===== src/rtl/imem_boot_loader.sv =====
// imem_boot_loader: streams a length-prefixed little-endian program from a byte link into IMEM,
// stalling the CPU on NOPs until the load completes, then hands the IMEM address port to the CPU.
module imem_boot_loader #(
   parameter int          DEPTH          = 1024,
   parameter int          TIMEOUT_CYCLES = 100000,
   parameter bit          BOOT_ON_RESET  = 1'b1,
   parameter logic [31:0] NOP_WORD       = 32'hE1A00000
) (
   input  logic        clk,
   input  logic        reset_n,
   input  logic        rx_valid,
   input  logic [7:0]  rx_data,
   output logic        rx_ready,
   input  logic        load_start,
   input  logic [31:0] cpu_pc,
   output logic [31:0] cpu_instr,
   output logic        cpu_stall,
   output logic [31:0] mem_addr,
   output logic        mem_we,
   output logic [31:0] mem_wd,
   input  logic [31:0] mem_rd,
   output logic        load_err,
   output logic [15:0] words_loaded
);
   localparam int AW = $clog2(DEPTH);
   localparam int TW = $clog2(TIMEOUT_CYCLES + 1);
   typedef enum logic [2:0] {LEN_LO, LEN_HI, DATA, WRITE, RUN, ERROR} state_t;
   state_t st, nxt;
   logic [15:0]   len, len_full;
   logic [AW-1:0] word_idx;
   logic [1:0]    byte_idx;
   logic [31:0]   shift;
   logic [TW-1:0] timer;
   logic          xfer, tmo, last, too_big, run;
   assign run      = st == RUN;
   assign rx_ready = st == LEN_LO || st == LEN_HI || st == DATA;
   assign xfer     = rx_valid && rx_ready;
   assign len_full = {rx_data, len[7:0]};
   assign too_big  = {1'b0, len_full} > 17'(DEPTH);
   assign tmo      = timer == TW'(TIMEOUT_CYCLES - 1);
   assign last     = 16'(word_idx) == len - 16'd1;
   assign cpu_stall = !run;
   assign cpu_instr = run ? mem_rd : NOP_WORD;
   assign mem_addr  = run ? cpu_pc : 32'({word_idx, 2'b00});
   assign mem_we    = st == WRITE;
   assign mem_wd    = shift;
   always_comb begin
      nxt = st;
      case (st)
         LEN_LO:  nxt = xfer ? LEN_HI : LEN_LO;
         LEN_HI:  nxt = xfer ? (len_full == 16'd0 ? RUN : too_big ? ERROR : DATA) : tmo ? ERROR : LEN_HI;
         DATA:    nxt = xfer ? (byte_idx == 2'd3 ? WRITE : DATA) : tmo ? ERROR : DATA;
         WRITE:   nxt = last ? RUN : DATA;
         RUN:     nxt = load_start ? LEN_LO : RUN;
         ERROR:   nxt = load_start ? LEN_LO : ERROR;
         default: nxt = st;
      endcase
   end
   always_ff @(posedge clk or negedge reset_n) begin
      if (!reset_n) begin
         st           <= BOOT_ON_RESET ? LEN_LO : RUN;
         len          <= '0;
         word_idx     <= '0;
         byte_idx     <= '0;
         shift        <= '0;
         timer        <= '0;
         load_err     <= 1'b0;
         words_loaded <= '0;
      end else begin
         st    <= nxt;
         // idle counter only runs while waiting for a byte mid-load
         timer <= (xfer || nxt != st) ? '0 : (st == LEN_HI || st == DATA) ? timer + TW'(1) : timer;
         case (st)
            LEN_LO: if (xfer) len[7:0] <= rx_data;
            LEN_HI: begin
               if (xfer) begin
                  len      <= len_full;
                  word_idx <= '0;
                  byte_idx <= '0;
                  if (too_big) load_err <= 1'b1;
                  else if (len_full != 16'd0) words_loaded <= '0;
               end else if (tmo) load_err <= 1'b1;
            end
            DATA: begin
               if (xfer) begin
                  shift[8*byte_idx +: 8] <= rx_data;
                  byte_idx               <= byte_idx + 2'd1;
               end else if (tmo) load_err <= 1'b1;
            end
            WRITE: begin
               word_idx     <= word_idx + AW'(1);
               words_loaded <= words_loaded == 16'(DEPTH) ? words_loaded : words_loaded + 16'd1;
            end
            RUN: if (load_start) begin
               load_err     <= 1'b0;
               words_loaded <= '0;
            end
            ERROR: if (load_start) load_err <= 1'b0;
            default: ;
         endcase
      end
   end
endmodule


===== config.mk =====
export PLATFORM = sky130hd
export DESIGN_NAME = imem_boot_loader
export DESIGN_NICKNAME = d
export VERILOG_FILES = /design/src/rtl/imem_boot_loader.sv
export SDC_FILE = /design/constraint.sdc
export NUM_CORES = 1
export LEC_CHECK = 0
export ABC_AREA = 0
export CAP_MARGIN = 15
export CELL_PAD_IN_SITES_DETAIL_PLACEMENT = 1
export CELL_PAD_IN_SITES_GLOBAL_PLACEMENT = 2
export CORE_UTILIZATION = 29
export DETAILED_ROUTE_END_ITERATION = 7
export GPL_ROUTABILITY_DRIVEN = 0
export GPL_TIMING_DRIVEN = 0
export PLACE_DENSITY = 0.85
export SYNTH_ARGS = -nofsm -noshare
export SYNTH_HDL_FRONTEND = slang
export SYNTH_SLANG_ARGS = --single-unit

===== constraint.sdc =====
create_clock -name clk -period 6.56 [get_ports clk]
set_input_delay 0.984 -clock clk [delete_from_list [all_inputs] [get_ports clk]]
set_output_delay 0.984 -clock clk [all_outputs]
set_load 0.005 [all_outputs]

==> flow_summary.toml <==
[synthesis]
synth-edff-count = 0
synth_compound_area_share_pct = 13.25
synthesis.area_um2 = 5722
synth_cells = 656
yosys.area_share.simple_pct = 29.43
synth_seq_area_share_pct = 42.42
syn_area_per_cell_um2 = 8.722
synth_mux_area_share_pct = 3.674
syn_nets = 742
ys_warn_count = 0
synth_flop_cell = "dfrtp_1"
synth_fa_ha_area_share_pct = 2.187
synth_xor_area_share_pct = 4.592
synth_cell_types = 71
ys_ff_latch = 97
synthArstFlopShare_pct = 100.0
synth_top_family_by_area = "simple AND/OR/NAND/NOR gates"

[final_layout]
antenna_cells = 0
layout_commonest_cell = "clkdlybuf4s50_1"
final_nets = 944
layout-drive-gt1-share_pct = 7.300
fin_util_pct = 42.78
finalNonFillerCells = 1128
final_cell_area_um2 = 8299
area_growth_pct = 45.05
final_cell_mix = "clkdlybuf4s50_1 (189), nand2_1 (127), dfrtp_1 (97), o21ai_0 (55), and2_1 (53)"

[clocking]
htreeDepth = 3
ctsHoldBuffers = 0
clk_latency_ns = 0.36
post_cts_buffers = 0
ctsRootBufferMaster = "clkbuf_16"
tritoncts = "built"
ctsResizeCount = 0
clockBufferDepth = 2
cts.sinks = 97
clk_pin_slew_ns = 0.07
cts_buffers = 9

[floorplan]
num_rows = 51
start_util_pct = 29.50
core_um2 = 19400
io_pins = 192
dieArea_um2 = 20300
die_y_um = 142.5
die_w_um = 142.5

[worst_hold_path]
holdPathStages = 2
hold_class = "reg2reg"

[detailed_routing]
first_iter_violations = 249
post-route-drc-count = 0
ant_nets = 0
vias = 5379
viasPerCell = 4.769
dr.pass1.iters = 4
wirelength_um = 19410
wire_per_inst_um = 17.21

[placement]
dp_hpwl_um = 14620
numPortBuffers = 190
dpl_cell_area_um2 = 7980
dp.cells = 1112
pre_cts_ws_ns = 2.631

[global_routing]
track_usage_pct = 19.61
met1_usage_pct = 26.72
antenna_found_initial = 0
grtUsageMet2_pct = 31.79
grt_pass1_wl_um = 30740
grt_overflow_total = 0
grt_pass1_vias = 5552
top_usage_layer = "met2"
grt_max_degree = 51
grtUsageMet3_pct = 4.105

[setup_path]
end_kind = "output port"
crit_type = "reg2out"
required_ns = 5.58
startpoint_type = "flop"
cp_max_fo = 10
crit_arrival_ns = 3.24
reg2regPathDepth = 8
rrSetupSlack_ns = 3.92

[timing]
finalWorstSetupSlack_ns = 2.340
max_slew_margin_pct = 33.75
fmaxAchievable_ghz = 0.2370
period_minus_slack_ns = 4.220
skew_ns = 0.01047
setup-violations-final = 0
hold_violations = 0
maxSlewViolCount = 0
period_share_pct = 64.32
worst_slew_pin_slew_ns = 0.9861
tns_ns = 0
whs_ns = 0.4812
rsz0062_at_grt = "false"

[power]
ir_drop_uv = 145.0
power.leakage_nw = 3.288
powerDensity_nw_per_um2 = 308.3
p_total_mw = 2.559

[job]
maxCapViolCount = 0

[run_status]
status = "completed"
[worst paths after layout]
| path | to | startpoint |
|---|---|---|
| setup reg to reg | words_loaded[14] | len[0] |
| hold reg to reg | mem_wd[8] | mem_wd[8] |
| max in group asynchronous | word_idx[8] | reset_n |
| setup / recovery | cpu_instr[5] | st[1] |
| hold / removal | mem_wd[8] | mem_wd[8] |
| min in group asynchronous | mem_wd[14] | reset_n |
[final cells by class]
class,count,area (um^2)
Sequential cell,97,2427
Fill cell,2311,11100
Buffer,32,190.2
Tap cell,265,331.6
Clock buffer,10,229.0
Inverter,17,63.81
Clock inverter,6,90.09
Timing Repair Buffer,191,1927
Multi-Input combinational cell,510,3040
[critical path, stage by stage (launching register included)]
cell and delay (ns):
dfrtp_1 0.37, buf_6 0.14, clkbuf_1 0.25, nor3b_1 0.50, clkbuf_1 0.48, clkbuf_1 0.39
and2_1 0.21, clkdlybuf4s50_1 0.53
[where the power goes]
| part | internal, mW | switching, mW |
|---|---|---|
| logic | 0.539 | 0.544 |
| clock network | 0.336 | 0.243 |
| registers | 0.724 | 0.174 |
| total | 1.60 | 0.960 |
[state kept, by name, indices dropped and copies added, names as in the netlist]
signal / count
byte_idx: 2
load_err: 1
len: 16
words_loaded: 16
word_idx: 10
st: 3
timer: 17
mem_wd: 32
[metal layers]
metal	vias to the layer above	routed length, um
met1	2628	9291
met2	69	9270
met4	0	199
met5	-	0
met3	14	649
li1	2668	-
[kinds of logic after synthesis]
kind of cell,count (synthesis)
flip-flops,97
multiplexers,19
XOR/XNOR,30
AO/OA/AOI/OAI,120
buffers and inverters,49
adder cells (fa/ha/maj),10
AND/OR/NAND/NOR,331
[synth_stat cells (2+ instances only)]
master     number  area share (%)
dfrtp_1        97              42
or4_4           2            0.39
and3_1         10             1.1
o21a_1          3            0.39
nor2b_1         3            0.33
nand2b_1        9            0.98
clkbuf_2        2            0.17
or2_2           3            0.33
clkbuf_8        2            0.48
a31oi_1         6            0.66
clkbuf_1       20             1.3
buf_6           3            0.59
nor3_1         10            0.87
nand3_1        19             1.7
xnor2_1        15             2.3
nand3b_1        3            0.39
a22o_1          3            0.46
nand4_1        11             1.2
or4_1           2            0.26
xor2_1         15             2.3
a211oi_1        3            0.39
and2_1         53             5.8
nor3b_1         8             1.0
buf_4           2            0.26
nor2_1         45             3.0
o2111ai_1       3            0.46
nand2_1       127             8.3
nor4_2          2            0.44
nor4_1          7            0.77
o21bai_1        2            0.26
nor4b_1         4            0.61
o2bb2ai_1       2            0.31
o21ai_0        55             4.8
a21oi_1        17             1.5
a41oi_1         8             1.2
inv_1          16             1.0
ha_1           10             2.2
nand4b_1        4            0.61
mux2_2         16             3.1
mux2i_1         3            0.52
(Power assumes the default switching activity.)
